--- src/rtl/ret_pop_sequencer_pkg.sv ---
// Shared types and constants for the return-context pop sequencer.
package proc_pkg;

    typedef enum logic [1:0] {
        IDLE = 2'd0,
        REQ  = 2'd1,
        WAIT = 2'd2,
        DONE = 2'd3
    } pop_state_e;

    localparam logic [1:0] POP_WORDS_RTI = 2'd3;
    localparam logic [1:0] POP_WORDS_RET = 2'd2;
    localparam int         FLAG_W        = 3;

    function automatic logic [1:0] pop_words(input logic is_rti);
        return is_rti ? POP_WORDS_RTI : POP_WORDS_RET;
    endfunction

endpackage

--- src/rtl/ret_pop_sequencer_if.sv ---
// Data-memory read port shared between the pop sequencer and the memory stage.
interface ret_pop_sequencer_if #(
    parameter int SP_W = 32
);
    logic            rd_req;
    logic [SP_W-1:0] rd_addr;
    logic            rd_valid;
    logic [15:0]     rd_data;

    modport master (output rd_req, output rd_addr, input rd_valid, input rd_data);
    modport slave  (input rd_req, input rd_addr, output rd_valid, output rd_data);
endinterface

--- src/rtl/ret_pop_sequencer.sv ---
// Pops the return PC (and, with RTI_FLAGS_EN defined, the flags word) off the
// data-memory stack, then issues one redirect, one SP write and one flag write.
module ret_pop_sequencer
    import proc_pkg::*;
#(
    parameter int SP_W = 32
) (
    input  logic                    clk,
    input  logic                    reset,
    input  logic                    start_i,
    input  logic                    is_rti_i,
    input  logic [SP_W-1:0]         sp_in_i,
    ret_pop_sequencer_if.master     mem,
    output logic                    busy_o,
    output logic [31:0]             pc_out_o,
    output logic                    pc_valid_o,
    output logic [FLAG_W-1:0]       flags_out_o,
    output logic                    flags_we_o,
    output logic [SP_W-1:0]         sp_out_o,
    output logic                    sp_we_o
);

    pop_state_e      state_q, state_d;
    logic [1:0]      cnt_q, cnt_d;
    logic [SP_W-1:0] sp_work_q, sp_work_d;
    logic [31:0]     pc_q, pc_d;
    logic [SP_W-1:0] sp_out_q, sp_out_d;
    logic            rd_req_q, rd_req_d;
    logic            busy_q, busy_d;
    logic            pc_valid_q, pc_valid_d;
    logic            sp_we_q, sp_we_d;
    logic            take_rti;

`ifdef RTI_FLAGS_EN
    logic              rti_q, rti_d;
    logic [FLAG_W-1:0] flags_q, flags_d;
    logic              flags_we_q, flags_we_d;

    assign take_rti = is_rti_i;
`else
    logic unused_is_rti;

    assign unused_is_rti = is_rti_i;
    assign take_rti      = 1'b0;
`endif

    // sp_work holds the address of the word being popped, so it doubles as rd_addr.
    // NOTE: every always_comb output gets a default first, otherwise a path that skips it infers a latch.
    always_comb begin
        state_d   = state_q;
        cnt_d     = cnt_q;
        sp_work_d = sp_work_q;
        pc_d      = pc_q;
        sp_out_d  = sp_out_q;
`ifdef RTI_FLAGS_EN
        rti_d     = rti_q;
        flags_d   = flags_q;
`endif
        unique case (state_q)
            IDLE: begin
                if (start_i) begin
                    sp_work_d = sp_in_i + SP_W'(1);
                    cnt_d     = pop_words(take_rti);
`ifdef RTI_FLAGS_EN
                    rti_d     = is_rti_i;
`endif
                    state_d   = REQ;
                end
            end
            REQ: state_d = WAIT;
            WAIT: begin
                if (mem.rd_valid) begin
                    if (cnt_q == 2'd2) begin
                        pc_d[31:16] = mem.rd_data;
                    end else if (cnt_q == 2'd1) begin
                        pc_d[15:0] = mem.rd_data;
                    end
`ifdef RTI_FLAGS_EN
                    else if (cnt_q == POP_WORDS_RTI) begin
                        flags_d = mem.rd_data[FLAG_W-1:0];
                    end
`endif
                    cnt_d = cnt_q - 2'd1;
                    if (cnt_q == 2'd1) begin
                        sp_out_d = sp_work_q;
                        state_d  = DONE;
                    end else begin
                        sp_work_d = sp_work_q + SP_W'(1);
                        state_d   = REQ;
                    end
                end
            end
            DONE: state_d = IDLE;
            default: state_d = IDLE;
        endcase

        // Strobes are decoded from the next state so they come straight out of flops.
        rd_req_d   = (state_d == REQ);
        busy_d     = (state_d != IDLE);
        pc_valid_d = (state_d == DONE);
        sp_we_d    = (state_d == DONE);
`ifdef RTI_FLAGS_EN
        flags_we_d = (state_d == DONE) && rti_q;
`endif
    end

    // NOTE: sequential state uses non-blocking assignments so every flop samples pre-edge values.
    always_ff @(posedge clk or negedge reset) begin
        if (!reset) begin
            state_q    <= IDLE;
            cnt_q      <= 2'd0;
            sp_work_q  <= '0;
            pc_q       <= '0;
            sp_out_q   <= '0;
            rd_req_q   <= 1'b0;
            busy_q     <= 1'b0;
            pc_valid_q <= 1'b0;
            sp_we_q    <= 1'b0;
`ifdef RTI_FLAGS_EN
            rti_q      <= 1'b0;
            flags_q    <= '0;
            flags_we_q <= 1'b0;
`endif
        end else begin
            state_q    <= state_d;
            cnt_q      <= cnt_d;
            sp_work_q  <= sp_work_d;
            pc_q       <= pc_d;
            sp_out_q   <= sp_out_d;
            rd_req_q   <= rd_req_d;
            busy_q     <= busy_d;
            pc_valid_q <= pc_valid_d;
            sp_we_q    <= sp_we_d;
`ifdef RTI_FLAGS_EN
            rti_q      <= rti_d;
            flags_q    <= flags_d;
            flags_we_q <= flags_we_d;
`endif
        end
    end

    assign mem.rd_req  = rd_req_q;
    assign mem.rd_addr = sp_work_q;
    assign busy_o      = busy_q;
    assign pc_out_o    = pc_q;
    assign pc_valid_o  = pc_valid_q;
    assign sp_out_o    = sp_out_q;
    assign sp_we_o     = sp_we_q;
`ifdef RTI_FLAGS_EN
    assign flags_out_o = flags_q;
    assign flags_we_o  = flags_we_q;
`else
    assign flags_out_o = '0;
    assign flags_we_o  = 1'b0;
`endif

endmodule

--- src/flat_wrapper.sv ---
// flat-port wrapper written by rule: the top's interface ports become plain ports
module ret_pop_sequencer_flat import proc_pkg::*;
#(
    parameter int SP_W = 32
)
  (clk, reset, start_i, is_rti_i, sp_in_i, busy_o, pc_out_o, pc_valid_o, flags_out_o, flags_we_o, sp_out_o, sp_we_o, mem_rd_req, mem_rd_addr, mem_rd_valid, mem_rd_data);
  ret_pop_sequencer_if #(.SP_W(SP_W)) mem_i ();
  input  logic clk;
  input  logic reset;
  input  logic start_i;
  input  logic is_rti_i;
  input  logic [SP_W-1:0] sp_in_i;
  output logic busy_o;
  output logic [31:0] pc_out_o;
  output logic pc_valid_o;
  output logic [FLAG_W-1:0] flags_out_o;
  output logic flags_we_o;
  output logic [SP_W-1:0] sp_out_o;
  output logic sp_we_o;
  output wire logic [$bits(mem_i.rd_req)-1:0] mem_rd_req;
  output wire logic [$bits(mem_i.rd_addr)-1:0] mem_rd_addr;
  input wire logic [$bits(mem_i.rd_valid)-1:0] mem_rd_valid;
  input wire logic [$bits(mem_i.rd_data)-1:0] mem_rd_data;
  assign mem_rd_req = mem_i.rd_req;
  assign mem_rd_addr = mem_i.rd_addr;
  assign mem_i.rd_valid = mem_rd_valid;
  assign mem_i.rd_data = mem_rd_data;
  ret_pop_sequencer #(.SP_W(SP_W)) u_core (.clk(clk), .reset(reset), .start_i(start_i), .is_rti_i(is_rti_i), .sp_in_i(sp_in_i), .mem(mem_i), .busy_o(busy_o), .pc_out_o(pc_out_o), .pc_valid_o(pc_valid_o), .flags_out_o(flags_out_o), .flags_we_o(flags_we_o), .sp_out_o(sp_out_o), .sp_we_o(sp_we_o));
endmodule
--- config.mk ---
export PLATFORM = sky130hd
export DESIGN_NAME = ret_pop_sequencer_flat
export DESIGN_NICKNAME = d
export VERILOG_FILES = /design/src/rtl/ret_pop_sequencer_pkg.sv /design/src/rtl/ret_pop_sequencer_if.sv /design/src/rtl/ret_pop_sequencer.sv /design/src/flat_wrapper.sv
export SDC_FILE = /design/constraint.sdc
export NUM_CORES = 1
export LEC_CHECK = 0
export ABC_AREA = 1
export BUFFER_PORTS_ARGS = -buffer_cell sky130_fd_sc_hd__buf_2
export CAP_MARGIN = 10
export CORE_UTILIZATION = 47
export DETAILED_ROUTE_END_ITERATION = 8
export MAX_ROUTING_LAYER = met4
export PLACE_DENSITY = 0.86
export SLEW_MARGIN = 0
export SYNTH_ARGS = -nofsm -noshare
export SYNTH_HDL_FRONTEND = slang
export SYNTH_SLANG_ARGS = --single-unit
--- constraint.sdc ---
create_clock -name clk -period 1.9 [get_ports clk]
set_input_delay 0.19 -clock clk [delete_from_list [all_inputs] [get_ports clk]]
set_output_delay 0.19 -clock clk [all_outputs]
set_load 0.01 [all_outputs]
Word-level counts from Yosys, hierarchy flattened
Index checks and enable logic that the tools add are counted.
{"block": "totals", "ff_bits": 103, "in_bits": 53, "out_inout_bits": 104}
{"block": "classes", "n_eq_ne": 10, "bitwise_logic": 1, "addsub": 3, "n_mux": 11, "reduce_logical": 8}
{"operator": "32-bit 2-to-1 mux", "n": 3}
{"operator": "32-bit by 1-bit adder with 32-bit output, second input constant", "n": 2}
{"operator": "32-bit case mux with 2 select lines", "n": 1}
{"operator": "2-bit 2-to-1 mux", "n": 5}
{"operator": "3-bit AND reduction", "n": 3}
{"operator": "2-bit == test, second input constant", "n": 4}
{"operator": "2-bit case mux with 4 select lines", "n": 1}
{"operator": "4-bit AND reduction", "n": 2}
{"operator": "2-bit by 1-bit == test with 1-bit output, second input constant", "n": 3}
{"operator": "2-bit != test, second input constant", "n": 3}
{"operator": "2-bit case mux with 2 select lines", "n": 1}
{"operator": "2-bit nonzero test", "n": 2}
{"operator": "2-bit logical NOT", "n": 1}
{"operator": "2-bit by 1-bit subtractor with 2-bit output, second input constant", "n": 1}
{"operator": "1-bit NOT", "n": 1}

Depth between registers and ports, before layout
{"block": "logic_depth", "ltp_word": 5, "ltp_mapped": 14, "depth_no_buf": 14}

Worst setup path before layout
OpenSTA, ideal clock, no wires.
{"block": "synth_path", "kind": "register to register", "startpoint": "reg u_core.state_q[1]", "endpoint": "reg u_core.sp_work_q[10], in the netlist u_core.mem.rd_addr[10]", "path_slack_ns": 0.068, "path_stages_with_launch": 12, "setup_time_ns": 0.119, "t_arrival_ns": 1.714, "cell_sequence": "dfrtp_1 > inv_1 > nor2_1 > nand2_1 > o21ai_2 > inv_1 > ha_1 > nand2_2 > nor2_4 > nand3_1 > xor2_1 > o21ai_2"}
{"block": "synth_between", "elab_chain_len": 3, "elab_cells_between_ends": 8, "classes_between": "4 x eq/ne; 1 x mux; 3 x reduce/logical"}
{"item": "start, declared", "line": "ret_pop_sequencer.sv:23", "text": "pop_state_e state_q, state_d;"}
{"item": "start signal, assigned", "line": "ret_pop_sequencer.sv:125", "text": "state_q <= state_d;"}
{"item": "2-bit == test / 2-bit logical NOT (equally long branches)", "line": "ret_pop_sequencer.sv:59", "text": "unique case (state_q)"}
{"item": "2-bit != test (no line) / 2-bit nonzero test (equally long branches)"}
{"item": "4-bit AND reduction (no line)"}
{"item": "end signal, assigned", "line": "ret_pop_sequencer.sv:127", "text": "sp_work_q <= sp_work_d;"}
{"item": "end, declared", "line": "ret_pop_sequencer.sv:25", "text": "logic [SP_W-1:0] sp_work_q, sp_work_d;"}
Several ways; a longest one is shown, not always the timed one.
A chain may end at the register's enable or synchronous reset.

Worst setup path after layout
{"block": "layout_path", "startpoint": "reg u_core.state_q[1]", "endpoint": "reg u_core.sp_work_q[24], in the netlist u_core.mem.rd_addr[24]"}
The elaborated chain is that of the path after synthesis.

==> run_results.csv <==
group,metric,value,unit
run_status,result_of_the_run,"finished with violations",
run_status,failed_checks,"setup timing",
grt,antenna_violations_before_repair,0,
final_layout,final_common_cell,"nand2_1",
worst_setup_path,worst-path-max-fanout,7,
detailed_routing,route.vias.total,5208,
final_layout,fillCellCount,953,
grt,overflow,0,
grt,grt_use_total,25.3,%
run,drv_cap,0,
grt,grt_first_pass_wirelength,22.6,mm
final_layout,drive_gt1_share,37.3,%
timing,slew_violations,0,
cts,clk_root_buffer_cell,"clkbuf_16",
cts,tritoncts,"yes",
floorplan,fp-row-count,39,
synthesis,synth-seq-cells,103,
worst_setup_path,criticalPathCategory,"reg -> reg",
detailed_routing,drt-vias-per-instance,4.99,
detailed_routing,routed_wirelength,14.9,mm
detailed_routing,number_of_detailed_routing_iterations_run_before_antenna_repair,5,
timing,skew,0.00761,ns
timing,fin_crit,1.94,ns
cts,clock_tree_sinks,103,
grt,pin_count_of_the_biggest_net_entering_global_routing,38,
power_and_ir_drop,p_leak,3.84,nW
timing,setup-tns-final,-0.164,ns
final_layout,count_of_inserted_antenna_diode_cells,0,
synthesis,ys.warnings.count,0,
synthesis,post_synth_num_cell_types,33,
floorplan,dieWidth,110,um
worst_setup_path,crit_path_end_kind,"register",
min_path,hp-class,"in -> reg",
final_layout,final_design_area_no_fill,7290,sq um
placement,port-buffer-count,151,
final_layout,flow.area_growth_from_synthesis,33.4,%
final_layout,sequential_cell_area,2580,sq um
cts,clock_path_buffers,2,
timing,worst_slack,-0.0371,ns
synthesis,syn_area,5470,sq um
detailed_routing,detail-route-antenna-nets,0,
timing,finalHoldViolCount,0,
placement,detailed_place.area,6650,sq um
placement,globalplace.congestion,0.907,
power_and_ir_drop,report.power.total,11.9,mW
grt,first_global_vias,4756,
cts,cts-buffers-inserted,9,
timing,finalCritPeriodShare,102,%
worst_setup_path,regToRegStartpoint,"u_core.state_q[1]",
timing,finalSetupViolCount,9,
worst_setup_path,timing.critical_path.from_type,"register",
floorplan,design.die.area,12100,sq um
power_and_ir_drop,power.density_cell_area,1630,nW/um^2
floorplan,floorplan.die.height,110,um
worst_setup_path,startpoint,"u_core.state_q[1]",
detailed_routing,drc_violations_left,0,
power_and_ir_drop,irDropWorstVdd,1.02,mV
floorplan,boundaryPins,157,
timing,worst_hold_slack,0.0438,ns
cts,cts_max_level,3,
synthesis,synthesis.area_per_instance,7.80,sq um
final_layout,total_area_of_multi_input_combinational_cells,2660,sq um
floorplan,initial_core_util,48.1,%
synthesis,seq_area_frac_synth,47.1,%
synthesis,synth_cells,701,
placement,final_hpwl_dp,10.4,mm
detailed_routing,drt-initial-drc-count,320,
cts,clk_latency,0.36,ns
worst_setup_path,data_arrival_time_of_the_worst_path,2.18,ns
final_layout,layout.cells.most_common_list,"nand2_1 (235), buf_2 (150), dfrtp_1 (101)",
timing,grt_setup_unrepaired,"true",
worst_setup_path,crit_required,2.15,ns
cts,path_clk_slew,0.07,ns
min_path,hold_path_startpoint,"mem_rd_data[15]",
timing,clock.fmax,516,MHz
final_layout,number_of_nets_in_the_final_layout,951,
floorplan,area_of_the_core_region,11400,sq um
detailed_routing,wl_per_cell,14.2,um
## flip-flops by register name, indices dropped and copies added, names as in the netlist
signal,count
u_core.pc_valid_o,1
u_core.mem.rd_req,1
u_core.pc_out_o,32
u_core.cnt_q,2
u_core.sp_out_o,32
u_core.busy_o,1
u_core.state_q,2
u_core.mem.rd_addr,32
## cell families (layout without fill, tap and decap cells)
| logic type | after synthesis | in the layout | share of synthesized area (%) |
|---|---|---|---|
| AO/OA/AOI/OAI | 71 | 71 | 6.98 |
| XOR/XNOR | 6 | 6 | 0.961 |
| adder cells (fa/ha/maj) | 3 | 3 | 0.687 |
| buffers and inverters | 91 | 286 | 8.22 |
| flip-flops | 103 | 103 | 47.1 |
| multiplexers | 1 | 1 | 0.206 |
| other | 1 | 4 | 0.0686 |
| AND/OR/NAND/NOR | 425 | 426 | 35.7 |
## per-stage QoR
stage	util [%]	std cells	setup slack, ns
finish	64.1	1043	-0.0371
global route	64.1	1043	-0.161
CTS	61.5	1032	0.00341
detailed placement	58.5	1014	-0.0692
global placement	58.5	1014	-0.00335
floorplan	-	704	0.0676
## metal layers
metal / GRT usage [%] / routed length (um) / part of all wire [%] / vias to the layer above
met2: 39.9 / 7020 / 47 / 164
met5: - / 0 / 0 / -
met3: 4.33 / 760 / 5.1 / 28
li1: - / - / - / 2584
met1: 31.9 / 6670 / 45 / 2432
met4: 11.4 / 411 / 2.8 / 0
## where the power goes
| group | switching, mW | internal [mW] |
|---|---|---|
| sequential | 0.723 | 3.19 |
| combinational | 3.68 | 2.52 |
| clock | 0.863 | 0.912 |
## final timing paths
kind	endpoint	cells past startpoint	slack, ns
worst max-delay path	u_core.mem.rd_addr[24]	12	-0.04
worst min-delay path	u_core.pc_out_o[15]	3	0.04
worst max register to register	u_core.mem.rd_addr[24]	12	-0.04
worst min register to register	u_core.sp_out_o[22]	2	0.47
max in group asynchronous	u_core.state_q[1]	3	0.99
min in group asynchronous	u_core.sp_out_o[7]	2	0.35
## worst max-delay path, stage by stage, from the launching register on
cell and delay [ns]:
dfrtp_2 0.45, buf_6 0.15, nand2_8 0.09, nand2_4 0.06
nand2_2 0.10, ha_4 0.15, nand2_4 0.06, nor2_4 0.19
nand2_4 0.11, nor2_4 0.23, nand3_1 0.10, nand3_1 0.10
nand2_1 0.05
## layout make-up
cell class | instances | area share [%]
multi-input combinational | 511 | 36.5
sequential | 103 | 35.4
inverter | 59 | 3.17
clock buffer | 10 | 3.14
clock inverter | 6 | 0.721
tap | 143 | 2.45
timing repair buffer | 211 | 18.7
## synthesized netlist by cell type (all sizes together)
cell type / number / area (sq um)
nand2: 285 / 1160
dfrtp: 103 / 2580
nor2: 70 / 405
nand3: 66 / 358
inv: 59 / 224
o21ai: 48 / 248
buf: 25 / 199
a21oi: 15 / 75.1
clkbuf: 7 / 26.3
o21bai: 7 / 52.6
xor2: 6 / 52.6
ha: 3 / 37.5
and2: 1 / 6.26
conb: 1 / 3.75
mux2: 1 / 11.3
nand3b: 1 / 7.51
nand4: 1 / 6.26
o22ai: 1 / 6.26
or2: 1 / 6.26
## repair_timing
action,in CTS,in global routing
pin swaps,6,19
cloned,0,2
hold endpoints to repair,35,0
hold buffers,1,0
setup endpoints to repair,36,49
buffers inserted,1,9
resized for setup,12,61
(Power assumes the default switching activity.)
